--- config.mk ---
export PLATFORM = sky130hd
export DESIGN_NAME = sdram_owner_sequencer_flat
export DESIGN_NICKNAME = d
export VERILOG_FILES = /design/src/rtl/sdram_owner_pkg.sv /design/src/rtl/sdram_owner_sequencer_if.sv /design/src/rtl/sdram_owner_sequencer_sat_counter.sv /design/src/rtl/sdram_owner_sequencer.sv /design/src/flat_wrapper.sv
export SDC_FILE = /design/constraint.sdc
export NUM_CORES = 1
export LEC_CHECK = 0
export CAP_MARGIN = 20
export CORE_ASPECT_RATIO = 0.5
export CORE_MARGIN = 4
export CORE_UTILIZATION = 30
export DETAILED_ROUTE_END_ITERATION = 16
export HOLD_SLACK_MARGIN = 0.1
export PLACE_DENSITY_LB_ADDON = 0.12
export SLEW_MARGIN = 30
export SYNTH_ARGS = -nofsm -noshare
export SYNTH_HDL_FRONTEND = slang
export SYNTH_SLANG_ARGS = --single-unit
--- constraint.sdc ---
create_clock -name clk -period 5.2 [get_ports clk]
set_clock_uncertainty 0.2 [all_clocks]
set_input_delay 1.04 -clock clk [delete_from_list [all_inputs] [get_ports clk]]
set_output_delay 1.04 -clock clk [all_outputs]
set_load 0.03 [all_outputs]
--- src/rtl/sdram_owner_pkg.sv ---
// Shared types for the SDRAM ownership sequencer.
// State encoding and error-bit positions.
package sdram_owner_pkg;

  typedef enum logic [2:0] {
    S_CAM   = 3'd0,
    S_DRAIN = 3'd1,
    S_REQ   = 3'd2,
    S_NIOS  = 3'd3,
    S_REL   = 3'd4
  } state_e;

  localparam int ERR_DRAIN = 0;
  localparam int ERR_HS    = 1;

endpackage

--- src/rtl/sdram_owner_sequencer_if.sv ---
// Control/status bundle between Nios PIO, camera
// controller, arbiter and the ownership sequencer.
interface sdram_owner_sequencer_if;
  logic        nios_req;
  logic        cam_idle;
  logic        NiosHasControl;
  logic        CamHasControl;
  logic        err_clr;
  logic        RequestNiosControl;
  logic        cam_pause;
  logic        nios_grant;
  logic        busy;
  logic [1:0]  err;
  logic [15:0] grant_count;

  modport master (
    output nios_req, cam_idle,
    output NiosHasControl, CamHasControl,
    output err_clr,
    input  RequestNiosControl, cam_pause,
    input  nios_grant, busy, err, grant_count
  );

  modport slave (
    input  nios_req, cam_idle,
    input  NiosHasControl, CamHasControl,
    input  err_clr,
    output RequestNiosControl, cam_pause,
    output nios_grant, busy, err, grant_count
  );
endinterface

--- src/rtl/sdram_owner_sequencer_sat_counter.sv ---
// Saturating up-counter with synchronous clear.
// o_hit flags the enabled cycle that reaches MAX.
module sat_counter #(
  parameter int MAX = 15
) (
  input  logic                       clk,
  input  logic                       Reset_N,
  input  logic                       i_clr,
  input  logic                       i_en,
  output logic [$clog2(MAX+1)-1:0]   o_q,
  output logic                       o_at_max,
  output logic                       o_hit
);
  localparam int W = $clog2(MAX + 1);

  logic [W-1:0] r_q;

  always_ff @(posedge clk or negedge Reset_N) begin
    if (!Reset_N) begin
      r_q <= '0;
    end else if (i_clr) begin
      r_q <= '0;
    end else if (i_en && !o_at_max) begin
      r_q <= r_q + 1'b1;
    end
  end

  assign o_q      = r_q;
  assign o_at_max = (r_q == W'(MAX));
  assign o_hit    = i_en && (r_q == W'(MAX - 1));
endmodule

--- src/rtl/sdram_owner_sequencer.sv ---
// Hands SDRAM ownership between camera and Nios:
// drain camera, handshake arbiter, hold, release.
module sdram_owner_sequencer
  import sdram_owner_pkg::*;
#(
  parameter int IDLE_WAIT_MAX  = 4096,
  parameter int SWITCH_TIMEOUT = 64,
  parameter int MIN_HOLD       = 16
) (
  input logic                     clk,
  input logic                     Reset_N,
  sdram_owner_sequencer_if.slave  sq
);
  localparam int DW = $clog2(IDLE_WAIT_MAX + 1);
  localparam int TW = $clog2(SWITCH_TIMEOUT + 1);
  localparam int HW = $clog2(MIN_HOLD + 1);

  state_e      r_state, w_next;
  logic        w_chg;
  logic [1:0]  w_set;
  logic        r_idle_d, r_rearm;
  logic [1:0]  r_err;
  logic        r_req, r_pause, r_grant, r_busy;
  logic        w_req, w_pause, w_grant, w_busy;

  logic [DW-1:0] w_drain_q;
  logic [TW-1:0] w_hs_q;
  logic [HW-1:0] w_hold_q;
  logic [15:0]   w_gc_q;
  logic w_drain_max, w_drain_hit;
  logic w_hs_max, w_hs_hit;
  logic w_hold_max, w_hold_hit;
  logic w_gc_max, w_gc_hit;
  logic w_nios_exit;
  logic w_unused;

  assign w_chg       = (w_next != r_state);
  assign w_nios_exit = (r_state == S_NIOS) && (w_next == S_REL);

  sat_counter #(.MAX(IDLE_WAIT_MAX)) u_drain (
    .clk(clk), .Reset_N(Reset_N),
    .i_clr(w_chg), .i_en(r_state == S_DRAIN),
    .o_q(w_drain_q), .o_at_max(w_drain_max),
    .o_hit(w_drain_hit)
  );

  sat_counter #(.MAX(SWITCH_TIMEOUT)) u_hs (
    .clk(clk), .Reset_N(Reset_N),
    .i_clr(w_chg),
    .i_en((r_state == S_REQ) || (r_state == S_REL)),
    .o_q(w_hs_q), .o_at_max(w_hs_max),
    .o_hit(w_hs_hit)
  );

  sat_counter #(.MAX(MIN_HOLD)) u_hold (
    .clk(clk), .Reset_N(Reset_N),
    .i_clr(w_chg), .i_en(r_state == S_NIOS),
    .o_q(w_hold_q), .o_at_max(w_hold_max),
    .o_hit(w_hold_hit)
  );

  sat_counter #(.MAX(65535)) u_gcnt (
    .clk(clk), .Reset_N(Reset_N),
    .i_clr(1'b0), .i_en(w_nios_exit),
    .o_q(w_gc_q), .o_at_max(w_gc_max),
    .o_hit(w_gc_hit)
  );

  assign w_unused = ^{w_drain_q, w_drain_max, w_hs_q,
                      w_hs_max, w_hold_max, w_hold_hit,
                      w_gc_max, w_gc_hit};

  // Arbiter resets with the Nios owning SDRAM.
  always_ff @(posedge clk or negedge Reset_N) begin
    if (!Reset_N) begin
      r_state  <= S_REL;
      r_idle_d <= 1'b0;
      r_rearm  <= 1'b1;
      r_err    <= 2'b00;
      r_req    <= 1'b0;
      r_pause  <= 1'b1;
      r_grant  <= 1'b0;
      r_busy   <= 1'b1;
    end else begin
      r_state  <= w_next;
      r_idle_d <= (r_state == S_DRAIN) && !w_chg
                  && sq.cam_idle;
      if (w_set[ERR_DRAIN]) begin
        r_rearm <= 1'b0;
      end else if (!sq.nios_req) begin
        r_rearm <= 1'b1;
      end
      r_err   <= w_set | (r_err & ~{2{sq.err_clr}});
      r_req   <= w_req;
      r_pause <= w_pause;
      r_grant <= w_grant;
      r_busy  <= w_busy;
    end
  end

  always_comb begin
    w_next = r_state;
    w_set  = 2'b00;
    unique case (r_state)
      S_CAM: begin
        if (sq.nios_req && r_rearm) w_next = S_DRAIN;
      end
      S_DRAIN: begin
        if (!sq.nios_req) begin
          w_next = S_CAM;
        end else if (w_drain_hit) begin
          w_next = S_CAM;
          w_set[ERR_DRAIN] = 1'b1;
        end else if (sq.cam_idle && r_idle_d) begin
          w_next = S_REQ;
        end
      end
      S_REQ: begin
        if (sq.NiosHasControl) begin
          w_next = S_NIOS;
        end else if (w_hs_hit) begin
          w_set[ERR_HS] = 1'b1;
        end
      end
      S_NIOS: begin
        if (!sq.nios_req && w_hold_q >= HW'(MIN_HOLD - 1))
          w_next = S_REL;
      end
      S_REL: begin
        if (sq.CamHasControl) begin
          w_next = S_CAM;
        end else if (w_hs_hit) begin
          w_set[ERR_HS] = 1'b1;
        end
      end
      default: w_next = S_REL;
    endcase
    w_pause = (w_next != S_CAM);
    w_req   = (w_next == S_REQ) || (w_next == S_NIOS);
    w_grant = (w_next == S_NIOS);
    w_busy  = (w_next == S_DRAIN) || (w_next == S_REQ)
              || (w_next == S_REL);
  end

  assign sq.RequestNiosControl = r_req;
  assign sq.cam_pause          = r_pause;
  assign sq.nios_grant         = r_grant;
  assign sq.busy               = r_busy;
  assign sq.err                = r_err;
  assign sq.grant_count        = w_gc_q;
endmodule
--- src/flat_wrapper.sv ---
// flat-port wrapper written by rule: the top's interface ports become plain ports
module sdram_owner_sequencer_flat import sdram_owner_pkg::*;
#(
  parameter int IDLE_WAIT_MAX  = 4096,
  parameter int SWITCH_TIMEOUT = 64,
  parameter int MIN_HOLD       = 16
)
  (clk, Reset_N, sq_nios_req, sq_cam_idle, sq_NiosHasControl, sq_CamHasControl, sq_err_clr, sq_RequestNiosControl, sq_cam_pause, sq_nios_grant, sq_busy, sq_err, sq_grant_count);
  sdram_owner_sequencer_if sq_i ();
  input logic clk;
  input logic Reset_N;
  input wire logic [$bits(sq_i.nios_req)-1:0] sq_nios_req;
  input wire logic [$bits(sq_i.cam_idle)-1:0] sq_cam_idle;
  input wire logic [$bits(sq_i.NiosHasControl)-1:0] sq_NiosHasControl;
  input wire logic [$bits(sq_i.CamHasControl)-1:0] sq_CamHasControl;
  input wire logic [$bits(sq_i.err_clr)-1:0] sq_err_clr;
  output wire logic [$bits(sq_i.RequestNiosControl)-1:0] sq_RequestNiosControl;
  output wire logic [$bits(sq_i.cam_pause)-1:0] sq_cam_pause;
  output wire logic [$bits(sq_i.nios_grant)-1:0] sq_nios_grant;
  output wire logic [$bits(sq_i.busy)-1:0] sq_busy;
  output wire logic [$bits(sq_i.err)-1:0] sq_err;
  output wire logic [$bits(sq_i.grant_count)-1:0] sq_grant_count;
  assign sq_i.nios_req = sq_nios_req;
  assign sq_i.cam_idle = sq_cam_idle;
  assign sq_i.NiosHasControl = sq_NiosHasControl;
  assign sq_i.CamHasControl = sq_CamHasControl;
  assign sq_i.err_clr = sq_err_clr;
  assign sq_RequestNiosControl = sq_i.RequestNiosControl;
  assign sq_cam_pause = sq_i.cam_pause;
  assign sq_nios_grant = sq_i.nios_grant;
  assign sq_busy = sq_i.busy;
  assign sq_err = sq_i.err;
  assign sq_grant_count = sq_i.grant_count;
  sdram_owner_sequencer #(.IDLE_WAIT_MAX(IDLE_WAIT_MAX), .SWITCH_TIMEOUT(SWITCH_TIMEOUT), .MIN_HOLD(MIN_HOLD)) u_core (.clk(clk), .Reset_N(Reset_N), .sq(sq_i));
endmodule
==> metrics <==
outcome finished clean; number of iterations in the first detailed-routing pass 4; synthesis-to-layout area growth 20.4%; highest net fanout along the worst path 25; max-cap viol count 0; leading cell types by count after synthesis 48 x sky130_fd_sc_hd__dfrtp_1, 38 x sky130_fd_sc_hd__nor2_1, 21 x sky130_fd_sc_hd__xor2_1; Final setup viols 0; xor/xnor share of the synthesized area 0.119; vias 1974; netlist area before placement 2720 sq um; Least-Margin Pin Slew 0.902 ns; library cell with the largest summed area after synthesis sky130_fd_sc_hd__dfrtp_1; maximum number of pins on one net before global-route repair 53; startpoint of the tightest hold check path u_core.sq.err[1]; Die Span X 143 microns; mux share of post-synthesis cell area 0.00369; Synth Area in Compound Gates 0.0760; sequential fraction of the synthesis area 0.481; post-cts gate resize count 0; number of antenna violations at the first check in global routing 0; category of the critical setup timing path in2reg; count of H-tree levels built during CTS 2; minimum period implied by the final worst setup slack 2.87 ns; Vias per Instance 4.81; Bufs on Longest Clock Path 2; Post-Place Worst Slack 2.04 ns; count of endpoints failing hold in the final timing report 0; Seq cells post-synth 52; CTS Sinks 52; TritonCTS clock tree done; final weighted congestion of routability-driven global placement 0.778; core area 8770 sq um; initial core utilization 0.310; end of the worst register-to-register path u_core.u_hold.o_q[4]; setup TNS 0 ns; asr flop ratio synth 1.00; Clock Pin Slew Worst Setup and Hold Paths 0.06 ns; Setup crit end kind flip-flop; worst hold path depth 1; Post-route DRC 0; total number of yosys warnings 0; number of hold-repair buffers added at the cts stage 0; die footprint 10700 sq um; Mapped Nets 278; Setup crit start kind input port; number of cell instances on the worst register-to-register path 8; Final Net Count 307; worst path setup slack after routing 2.33 ns; leakage 1.41 nW; Min-Delay Endpoint u_core.sq.err[1]; antenna viol nets, final 0; number of enable flip-flop cells after synthesis 0; dominant synthesized flop cell sky130_fd_sc_hd__dfrtp_1; area share of fa/ha/maj cells after synthesis 0.0369; class of the tightest hold or removal check reg2reg; most frequently used cell type in the post-synthesis netlist sky130_fd_sc_hd__dfrtp_1; die boundary height 75.3 microns; P per Cell Area 393 nW/um^2; estimated wirelength of the detail-placed design 4070 microns; CP required 5.18 ns; cell types occupying the most area after synthesis sky130_fd_sc_hd__dfrtp_1 44%, sky130_fd_sc_hd__xor2_1 6.8%, sky130_fd_sc_hd__nor2_1 5.3%; proportion of layout cells with a drive suffix above 1 0.0819; number of buffers inserted by port buffering 28; crit-path cells clkdlybuf4s50_1 -> nand3b_1 -> a21oi_1 -> o221ai_1 -> nand3_4 -> a221oi_1; Worst IR Drop VDD 141 uV; setup slack, reg-to-reg 2.64 ns; mean instance size in the synthesized netlist 10.3 sq um; global-route usage over all layers 0.119; number of pins exceeding their max-slew limit in the final report 0; aggregate global routing overflow 0; largest family of logic cells by synthesized area simple AND/OR/NAND/NOR gates; detailed-route wire length 5840 microns; Max transition margin 0.397; share of the cycle needed by the critical path after routing 0.551; Boundary Pins 29; routed wirelength normalized by instance count 14.2 microns; number of buffers added by the clock tree synthesis step 5; root cell of the clock tree sky130_fd_sc_hd__clkbuf_16; arrival time reported for the critical path endpoint 2.85 ns; RSZ-0062 raised after global routing no; origin of the critical flop-to-flop path u_core.u_hold.o_q[0]; count of different cell masters after synthesis 52; drt initial violations 180; number of filler cells placed in the layout 879; number of core rows 24; area share of and/or/nand/nor cells after synthesis 0.240; clock latency of the later-clocked register in the worst-skew pair 0.30 ns; setup repair bufs after CTS 0; wire length of the first global-routing pass 10000 microns; Cells after Synth 263; achievable frequency 349 MHz; CP max stage delay 0.56 ns; vias in the first global route 1964; worst-path cell with the longest stage delay sky130_fd_sc_hd__clkdlybuf4s50_1; Ant. Diodes 0; proportion of netlist area held by the largest area contributor 0.442
[kinds of logic (layout without fill, tap and decap cells)]
| kind of cell | Yosys count | in the layout |
|---|---|---|
| AOI/OAI and AO/OA | 26 | 26 |
| xor gates and xnor gates | 37 | 37 |
| adders and majority gates | 8 | 8 |
| buffers and inverters | 23 | 53 |
| DFF | 52 | 52 |
| muxes | 1 | 1 |
| and+or+nand+nor | 116 | 116 |
[sequential cells by signal, indices dropped and copies added, names as in the netlist]
signal	flops
u_core.sq.err	2
u_core.u_drain.o_q	13
u_core.r_idle_d	1
u_core.sq.cam_pause	1
u_core.r_state	3
u_core.r_rearm	1
u_core.u_gcnt.o_q	16
u_core.sq.RequestNiosControl	1
u_core.sq.busy	1
u_core.u_hold.o_q	5
u_core.u_hs.o_q	7
u_core.sq.nios_grant	1
[worst max path at each step]
stage / startpoint / end / cells past startpoint / slack (ns)
floorplan: sq_nios_req / u_core.u_hs.o_q[0] / 6 / 2.72
global placement: sq_nios_req / u_core.u_hold.o_q[4] / 6 / 2.12
detailed placement: sq_nios_req / u_core.u_hold.o_q[4] / 6 / 2.04
CTS: sq_nios_req / u_core.u_hold.o_q[4] / 6 / 2.32
global route: sq_nios_req / u_core.u_hold.o_q[4] / 6 / 2.21
finish: sq_nios_req / u_core.u_hold.o_q[4] / 6 / 2.33
[final cells by class]
cell class	instances	area, sq um	area share
timing repair buffer	29	283	0.0865
sequential	52	1310	0.400
clock buffer	7	153	0.0467
multi-input combinational	188	1290	0.395
clock inverter	1	30.0	0.00918
inverter	16	60.1	0.0184
tap	117	146	0.0448
[where the power goes]
part / switching (mW) / internal [mW] / leakage, nW / total [mW]
logic: 0.221 / 0.140 / 0.620 / 0.361
registers: 0.0618 / 0.457 / 0.695 / 0.519
clock network: 0.150 / 0.254 / 0.0901 / 0.404
[per-layer routing]
metal / part of all wire / wire length (microns) / vias up / GRT usage
met5: 0 / 0 / - / 0
met4: 0.011 / 66 / 0 / 0.0348
met3: 0.036 / 210 / 7 / 0.0336
met2: 0.45 / 2610 / 28 / 0.185
met1: 0.50 / 2950 / 971 / 0.165
li1: - / - / 968 / -
[cells in the final DEF, fill, tap and decap left out, types with 3 or more instances in the layout]
cell type,count
sky130_fd_sc_hd__nand4_1,11
sky130_fd_sc_hd__dfstp_2,4
sky130_fd_sc_hd__nor4_1,9
sky130_fd_sc_hd__and4_1,6
sky130_fd_sc_hd__and3_1,3
sky130_fd_sc_hd__xor2_1,21
sky130_fd_sc_hd__o21ai_0,3
sky130_fd_sc_hd__inv_1,16
sky130_fd_sc_hd__a21oi_1,4
sky130_fd_sc_hd__clkbuf_16,5
sky130_fd_sc_hd__nand3_1,9
sky130_fd_sc_hd__clkdlybuf4s50_1,27
sky130_fd_sc_hd__xnor2_1,16
sky130_fd_sc_hd__ha_1,8
sky130_fd_sc_hd__dfrtp_1,48
sky130_fd_sc_hd__nor2_1,38
sky130_fd_sc_hd__nand2_1,19
[metrics by stage]
| step | std cells | area (sq um) | utilization | hold WS (ns) | total power, mW |
|---|---|---|---|---|---|
| 6_report | 410 | 3270 | 0.373 | 0.292 | 1.28 |
| 5_1_grt | 410 | 3270 | 0.373 | 0.319 | 1.37 |
| 4_1_cts | 410 | 3270 | 0.373 | 0.297 | 1.31 |
| 3_5_place_dp | 402 | 3090 | 0.352 | 0.279 | 0.894 |
| 3_3_place_gp | 402 | 3090 | 0.352 | 0.276 | 0.890 |
| 2_1_floorplan | 263 | 2720 | - | 0.261 | 0.806 |
[critical path, delay by kind of cell]
| family | cells | cell delay (ns) |
|---|---|---|
| compound gates | 3 | 0.75 |
| buf+inv | 1 | 0.56 |
| simple gates | 2 | 0.51 |
No activity file was read; power rests on OpenSTA's default activity.
==> variant 1 (same flow settings) <==
`SWITCH_TIMEOUT` is set to 64 in 2 places; all go to 32.
--- a/src/rtl/sdram_owner_sequencer.sv
+++ b/src/rtl/sdram_owner_sequencer.sv
@@ -4,7 +4,7 @@
   import sdram_owner_pkg::*;
 #(
   parameter int IDLE_WAIT_MAX  = 4096,
-  parameter int SWITCH_TIMEOUT = 64,
+  parameter int SWITCH_TIMEOUT = 32,
   parameter int MIN_HOLD       = 16
 ) (
   input logic                     clk,
--- a/src/flat_wrapper.sv
+++ b/src/flat_wrapper.sv
@@ -2,7 +2,7 @@
 module sdram_owner_sequencer_flat import sdram_owner_pkg::*;
 #(
   parameter int IDLE_WAIT_MAX  = 4096,
-  parameter int SWITCH_TIMEOUT = 64,
+  parameter int SWITCH_TIMEOUT = 32,
   parameter int MIN_HOLD       = 16
 )
   (clk, Reset_N, sq_nios_req, sq_cam_idle, sq_NiosHasControl, sq_CamHasControl, sq_err_clr, sq_RequestNiosControl, sq_cam_pause, sq_nios_grant, sq_busy, sq_err, sq_grant_count);
Check against the original RTL: same outputs for any inputs over 10 cycles, from zero or initial values and one cycle with Reset_N low; that may be too few to reach the edited logic, so the function may still have changed.
==> variant 1 against the unedited design <==
  * Synthesized cell count decreased by 2.3%
  * Design area decreased by 3.0%
  * Utilization increased by 0.98 points
  * Via count decreased by 5.2%
  * Routed wire length decreased by 7.8%
  * Sequential cell count decreased by 1
  * Sequential power decreased by 3%
  * Synthesized area decreased by 2.4%
  * Setup slack got worse by 0.11 ns
  * Maximum frequency decreased by 3.6%
  * Cell count decreased by 2.7%
  * Power decreased by 8.5%
  * Critical endpoint is now u_core.u_gcnt.o_q[1]
  * Largest cell class is now multi-input combinational cells
  * Largest power group unchanged
==> variant 1: results (changes against the unedited design) <==
qor: run_status.outcome finished, final reports clean
qor: placement.finalWeightedCongestion 0.756 [-2.8%]
qor: power.leakagePower 1.38 nW [-1.8%]
qor: placement.total_of_buffers_placed_on_input_and_output_ports 28 [unchanged]
qor: drt.routed_wl 5380 um [-7.8%]
qor: cts.worst_setup_hold_path_clk_slew 0.06 ns [about the same]
qor: global_route.grt_use_total 0.115 [-0.00407]
qor: logic_synthesis.netlist_top_cells_area sky130_fd_sc_hd__dfrtp_1, sky130_fd_sc_hd__xnor2_1, sky130_fd_sc_hd__xor2_1
qor: logic_synthesis.synthArstFlopShare 1.00 [unchanged]
qor: logic_synthesis.synth_enable_flop_cells 0 [unchanged]
qor: global_route.grt_antenna_before_repair 0 [unchanged]
qor: cts.post_cts_buffers 0 [unchanged]
qor: cts.clockBufferDepth 2 [unchanged]
qor: global_route.grt_first_pass_wirelength 9520 um [-4.8%]
qor: cts.clock_tree.root_cell sky130_fd_sc_hd__clkbuf_16
qor: logic_synthesis.synth.distinct_cells 46 [-12%]
qor: logic_synthesis.syn-num-nets 272 [-2.2%]
qor: logic_synthesis.ys_top_cells_by_count sky130_fd_sc_hd__dfrtp_1, sky130_fd_sc_hd__nor2_1, sky130_fd_sc_hd__nand2_1, sky130_fd_sc_hd__xnor2_1, sky130_fd_sc_hd__xor2_1
qor: logic_synthesis.yosys_warnings 0 [unchanged]
qor: cts.h-tree-depth 2 [unchanged]
qor: drt.viasPerCell 4.69 [-2.6%]
qor: layout.finish.net_count 301 [-2.0%]
qor: layout.antenna-diode-count 0 [unchanged]
qor: power.vdd_drop_max 0.121 mV [-14%]
qor: drt.drt_first_iter_violations 51 [-72%]
qor: layout.largest_register_ffs 16 [unchanged]
qor: global_route.grt_max_degree 52 [-1.9%]
qor: logic_synthesis.synth_seq_area_share 0.483 [+0.00214]
qor: cts.cts_made_buffers 5 [unchanged]
qor: hold_path.hold_path_class flop to flop
qor: cts.cts_resized 0 [unchanged]
qor: placement.place.detailed.hpwl 3870 um [-5.0%]
qor: layout.post_route_cells_drive_above_1_share 0.0767 [-0.00526]
qor: critical_path.cp_max_fo 10 [-60%]
qor: cts.clk_latency 0.29 ns
qor: placement.placed_cell_area 0.00304 mm^2 [-1.7%]
qor: sta.worstMarginPinSlew 0.657 ns [-0.245 ns]
qor: global_route.via_count_of_the_first_global_routing_pass 1913 [-2.6%]
qor: drt.detail_route.first_pass.iterations 4 [unchanged]
## variant 1: cell types whose count changed in the layout (fill, tap and decap cells not counted), sizes merged, moves of 5 or more
cell and change:
and4 -5, nor3 +5, xor2 -5, and3 +7, inv -7, nor4 -9
## variant 1: logic make-up (layout without fill, tap and decap cells)
family,count (synthesis),count (layout),share of synthesized area
AND/OR/NAND/NOR,122,122,0.257
flip-flops,51,51,0.483
XOR/XNOR,36,36,0.119
AO/OA/AOI/OAI,23,23,0.0703
buffers and inverters,16,46,0.0274
adder cells (fa/ha/maj),8,8,0.0378
multiplexers,1,1,0.00566
## variant 1: cell type report
cell class | count | area, um^2
fillers | 820 | 5120
multi-input cells | 190 | 1300
flip-flops and latches | 51 | 1280
repair buffers | 29 | 283
well taps | 112 | 140
clock buffers | 8 | 136
inverters | 9 | 33.8
## variant 1: report_power, final
part | internal [mW] | switching, mW | leakage (nW)
clock | 0.179 | 0.136 | 0.0652
combinational | 0.145 | 0.214 | 0.623
sequential | 0.447 | 0.0544 | 0.692
total | 0.770 | 0.404 | 1.38
## variant 1: stage by stage
| stage | setup slack, ns | util | cells | hold slack [ns] |
|---|---|---|---|---|
| after floorplan | 2.79 | - | 257 | 0.239 |
| after global placement | 1.95 | 0.366 | 391 | 0.255 |
| after detailed placement | 1.90 | 0.366 | 391 | 0.265 |
| after CTS | 2.21 | 0.383 | 399 | 0.276 |
| after global routing | 1.96 | 0.383 | 399 | 0.299 |
| final | 2.22 | 0.383 | 399 | 0.268 |
## variant 1: path summary, 6_finish.rpt
| check | slack [ns] | start | end | cells past startpoint |
|---|---|---|---|---|
| worst max register to register | 2.57 | u_core.u_hold.o_q[0] | u_core.u_hold.o_q[4] | 8 |
| worst max-delay path | 2.22 | sq_nios_req | u_core.u_gcnt.o_q[1] | 5 |
| worst min-delay path | 0.27 | u_core.r_rearm | u_core.r_rearm | 2 |
| max in group asynchronous | 3.69 | Reset_N | u_core.sq.err[0] | 2 |
| min in group asynchronous | 0.66 | Reset_N | u_core.u_gcnt.o_q[12] | 2 |
| worst min register to register | 0.27 | u_core.r_rearm | u_core.r_rearm | 2 |
## variant 1: worst max-delay path: stages
cell and delay, ns:
sky130_fd_sc_hd__clkdlybuf4s50_1 0.53, sky130_fd_sc_hd__nand2b_1 0.20, sky130_fd_sc_hd__a21oi_1 0.40, sky130_fd_sc_hd__o211a_1 0.45, sky130_fd_sc_hd__mux2_4 0.33
## variant 1: metal layers
metal / vias to the layer above / share of wire / global-route usage / wire length (um)
li1: 946 / - / - / -
met1: 896 / 0.49 / 0.148 / 2610
met2: 24 / 0.46 / 0.188 / 2480
met3: 6 / 0.043 / 0.0385 / 232
met4: 0 / 0.011 / 0.0344 / 58
met5: - / 0 / 0 / 0
==> variant 2 (same settings) <==
Made on the original files. The 5 states of `state_e` get a one-hot encoding in 5 bits.
--- a/src/rtl/sdram_owner_pkg.sv
+++ b/src/rtl/sdram_owner_pkg.sv
@@ -2,12 +2,12 @@
 // State encoding and error-bit positions.
 package sdram_owner_pkg;
 
-  typedef enum logic [2:0] {
-    S_CAM   = 3'd0,
-    S_DRAIN = 3'd1,
-    S_REQ   = 3'd2,
-    S_NIOS  = 3'd3,
-    S_REL   = 3'd4
+  typedef enum logic [4:0] {
+    S_CAM   = 5'b00001,
+    S_DRAIN = 5'b00010,
+    S_REQ   = 5'b00100,
+    S_NIOS  = 5'b01000,
+    S_REL   = 5'b10000
   } state_e;
 
   localparam int ERR_DRAIN = 0;
Function: same outputs for any inputs over 10 cycles, from zero or initial values and one cycle with Reset_N low; not proved beyond that.
==> variant 2 against the unedited design <==
  * Sequential cell count rose by 2
  * Critical path depth is 1 higher
  * Routed wire length up 3.0%
  * Setup slack got worse by 0.69 ns
  * Sequential share of layout area decreased by 1.4 points
  * Synthesized area grew 9.9%
  * Design area is 7.6% higher
  * Register-to-register slack lost 0.59 ns
  * Power shrank 2.4%
  * Count of clock-buffer cells in the layout is 1 lower
  * Largest cell class is now multi-input combinational cells
  * Highest routed layer unchanged
==> variant 2: results (changes against the unedited design) <==
qor: layout.post_route_cells_drive_above_1_share 0.171 [+0.0887]
qor: drt.drt_first_iter_violations 92 [-49%]
qor: layout.finish.net_count 313 [+2.0%]
qor: logic_synthesis.ys.flop_type sky130_fd_sc_hd__dfrtp_1
qor: drt.wire_per_inst 13.9 um [-2.7%]
qor: cts.post_cts_buffers 0 [unchanged]
qor: sta.finalCritPeriodShare 0.685 [+0.133]
qor: power.pwr_density_cell 356 mW/mm^2 [-9.3%]
qor: cts.clk_latency 0.29 ns
qor: layout.instances_no_fill 434 [+5.9%]
qor: global_route.grt_first_pass_wirelength 10400 um [+4.1%]
qor: critical_path.cp_max_fo 14 [-44%]
qor: logic_synthesis.synth_seq_area_share 0.455 [-0.0266]
qor: layout.largest_register_ffs 16 [unchanged]
qor: logic_synthesis.synth.distinct_cells 52 [unchanged]
qor: logic_synthesis.synthesis.area_per_instance 11.0 um^2 [+6.7%]
qor: layout.antenna-diode-count 0 [unchanged]
qor: cts.clockBufferDepth 2 [unchanged]
qor: placement.placed_cell_area 0.00334 mm^2 [+8.2%]
qor: global_route.via_count_of_the_first_global_routing_pass 2055 [+4.6%]
qor: logic_synthesis.syn-num-nets 286 [+2.9%]
qor: global_route.grt_use_total 0.110 [-0.00932]
qor: cts.cts_made_buffers 5 [unchanged]
qor: hold_path.hold_path_class flop to flop
qor: critical_path.cp_data_arrival_time 3.56 ns [+0.71 ns]
qor: placement.finalWeightedCongestion 0.797 [+2.4%]
qor: layout.layout.filler_cells 986 [+12%]
qor: critical_path.rrSetupSlack 2.05 ns [-0.59 ns]
qor: global_route.grt_max_degree 42 [-21%]
qor: placement.total_of_buffers_placed_on_input_and_output_ports 28 [unchanged]
qor: power.leakagePower 1.45 nW [+3.5%]
qor: sta.worst_slew_margin_rel 0.565 [+0.168]
qor: power.vdd_drop_max 0.145 mV [+3.0%]
qor: placement.place.detailed.hpwl 4410 um [+8.2%]
qor: drt.route.vias.total 2012 [+1.9%]
qor: drt.detail_route.first_pass.iterations 4 [unchanged]
qor: cts.cts_hold_repair.buffers 0 [unchanged]
qor: logic_synthesis.ys_top_cells_by_count sky130_fd_sc_hd__dfrtp_1, sky130_fd_sc_hd__nand4_1, sky130_fd_sc_hd__nor2_4
qor: cts.h-tree-depth 2 [unchanged]
qor: placement.placed_cells 426 [+6.0%]
qor: drt.ant_nets 0 [unchanged]
qor: run_status.outcome finished, final reports clean
qor: cts.cts_resized 0 [unchanged]
qor: placement.dpl_worst_slack 1.34 ns [-0.701 ns]
qor: logic_synthesis.netlist_top_cells_area sky130_fd_sc_hd__dfrtp_1, sky130_fd_sc_hd__nor2_4, sky130_fd_sc_hd__xnor2_1
qor: cts.worst_setup_hold_path_clk_slew 0.08 ns [+0.02 ns]
[variant 2: area by class of cell]
cell class	count	area share
clock buffer	6	0.0395
clock inverter	2	0.0110
inverter	14	0.0149
multi-input combinational	193	0.419
sequential	54	0.385
tap	135	0.0480
timing repair buffer	30	0.0825
[variant 2: worst paths after layout]
path | cells after the start | end | from
worst max-delay path | 7 | u_core.u_hold.o_q[4] | sq_nios_req
worst min-delay path | 1 | u_core.u_gcnt.o_q[9] | u_core.u_gcnt.o_q[9]
worst max register to register | 10 | u_core.u_hold.o_q[4] | u_core.u_hold.o_q[0]
worst min register to register | 1 | u_core.u_gcnt.o_q[9] | u_core.u_gcnt.o_q[9]
max in group asynchronous | 2 | u_core.r_rearm | Reset_N
min in group asynchronous | 1 | u_core.u_gcnt.o_q[12] | Reset_N
[variant 2: per-layer routing]
layer	vias up	track usage	part of all wire
li1	1003	-	-
met1	974	0.158	0.52
met2	33	0.164	0.43
met3	2	0.0334	0.039
met4	0	0.0219	0.0025
met5	-	0	0
[variant 2: cells by family (layout without fill, tap and decap cells)]
family | count (synthesis) | in the layout | synth area share
compound gates | 24 | 24 | 0.0637
xor+xnor | 36 | 36 | 0.106
fa+ha+maj | 8 | 8 | 0.0335
buf+inv | 24 | 52 | 0.0520
flops | 54 | 54 | 0.455
mux | 5 | 5 | 0.0176
simple gates | 120 | 120 | 0.273
[variant 2: worst max-delay path: stages]
cell and delay, ns:
sky130_fd_sc_hd__clkdlybuf4s50_1 0.66, sky130_fd_sc_hd__o41ai_1 0.19, sky130_fd_sc_hd__a211oi_2 0.22, sky130_fd_sc_hd__o22ai_1 0.13
sky130_fd_sc_hd__or3b_2 0.77, sky130_fd_sc_hd__buf_4 0.35, sky130_fd_sc_hd__a221oi_2 0.19
[variant 2: power breakdown]
part           switching, mW  internal (mW)  leakage [nW]  total [mW]
registers             0.0337          0.453         0.733       0.486
clock network          0.154          0.242        0.0875       0.396
logic                  0.255          0.116         0.633       0.370
[variant 2: metrics by stage]
step | hold slack, ns | power (mW)
3_5_place_dp | 0.278 | 0.869
2_1_floorplan | 0.275 | 0.860
5_1_grt | 0.313 | 1.32
3_3_place_gp | 0.275 | 0.867
4_1_cts | 0.297 | 1.27
6_report | 0.293 | 1.25
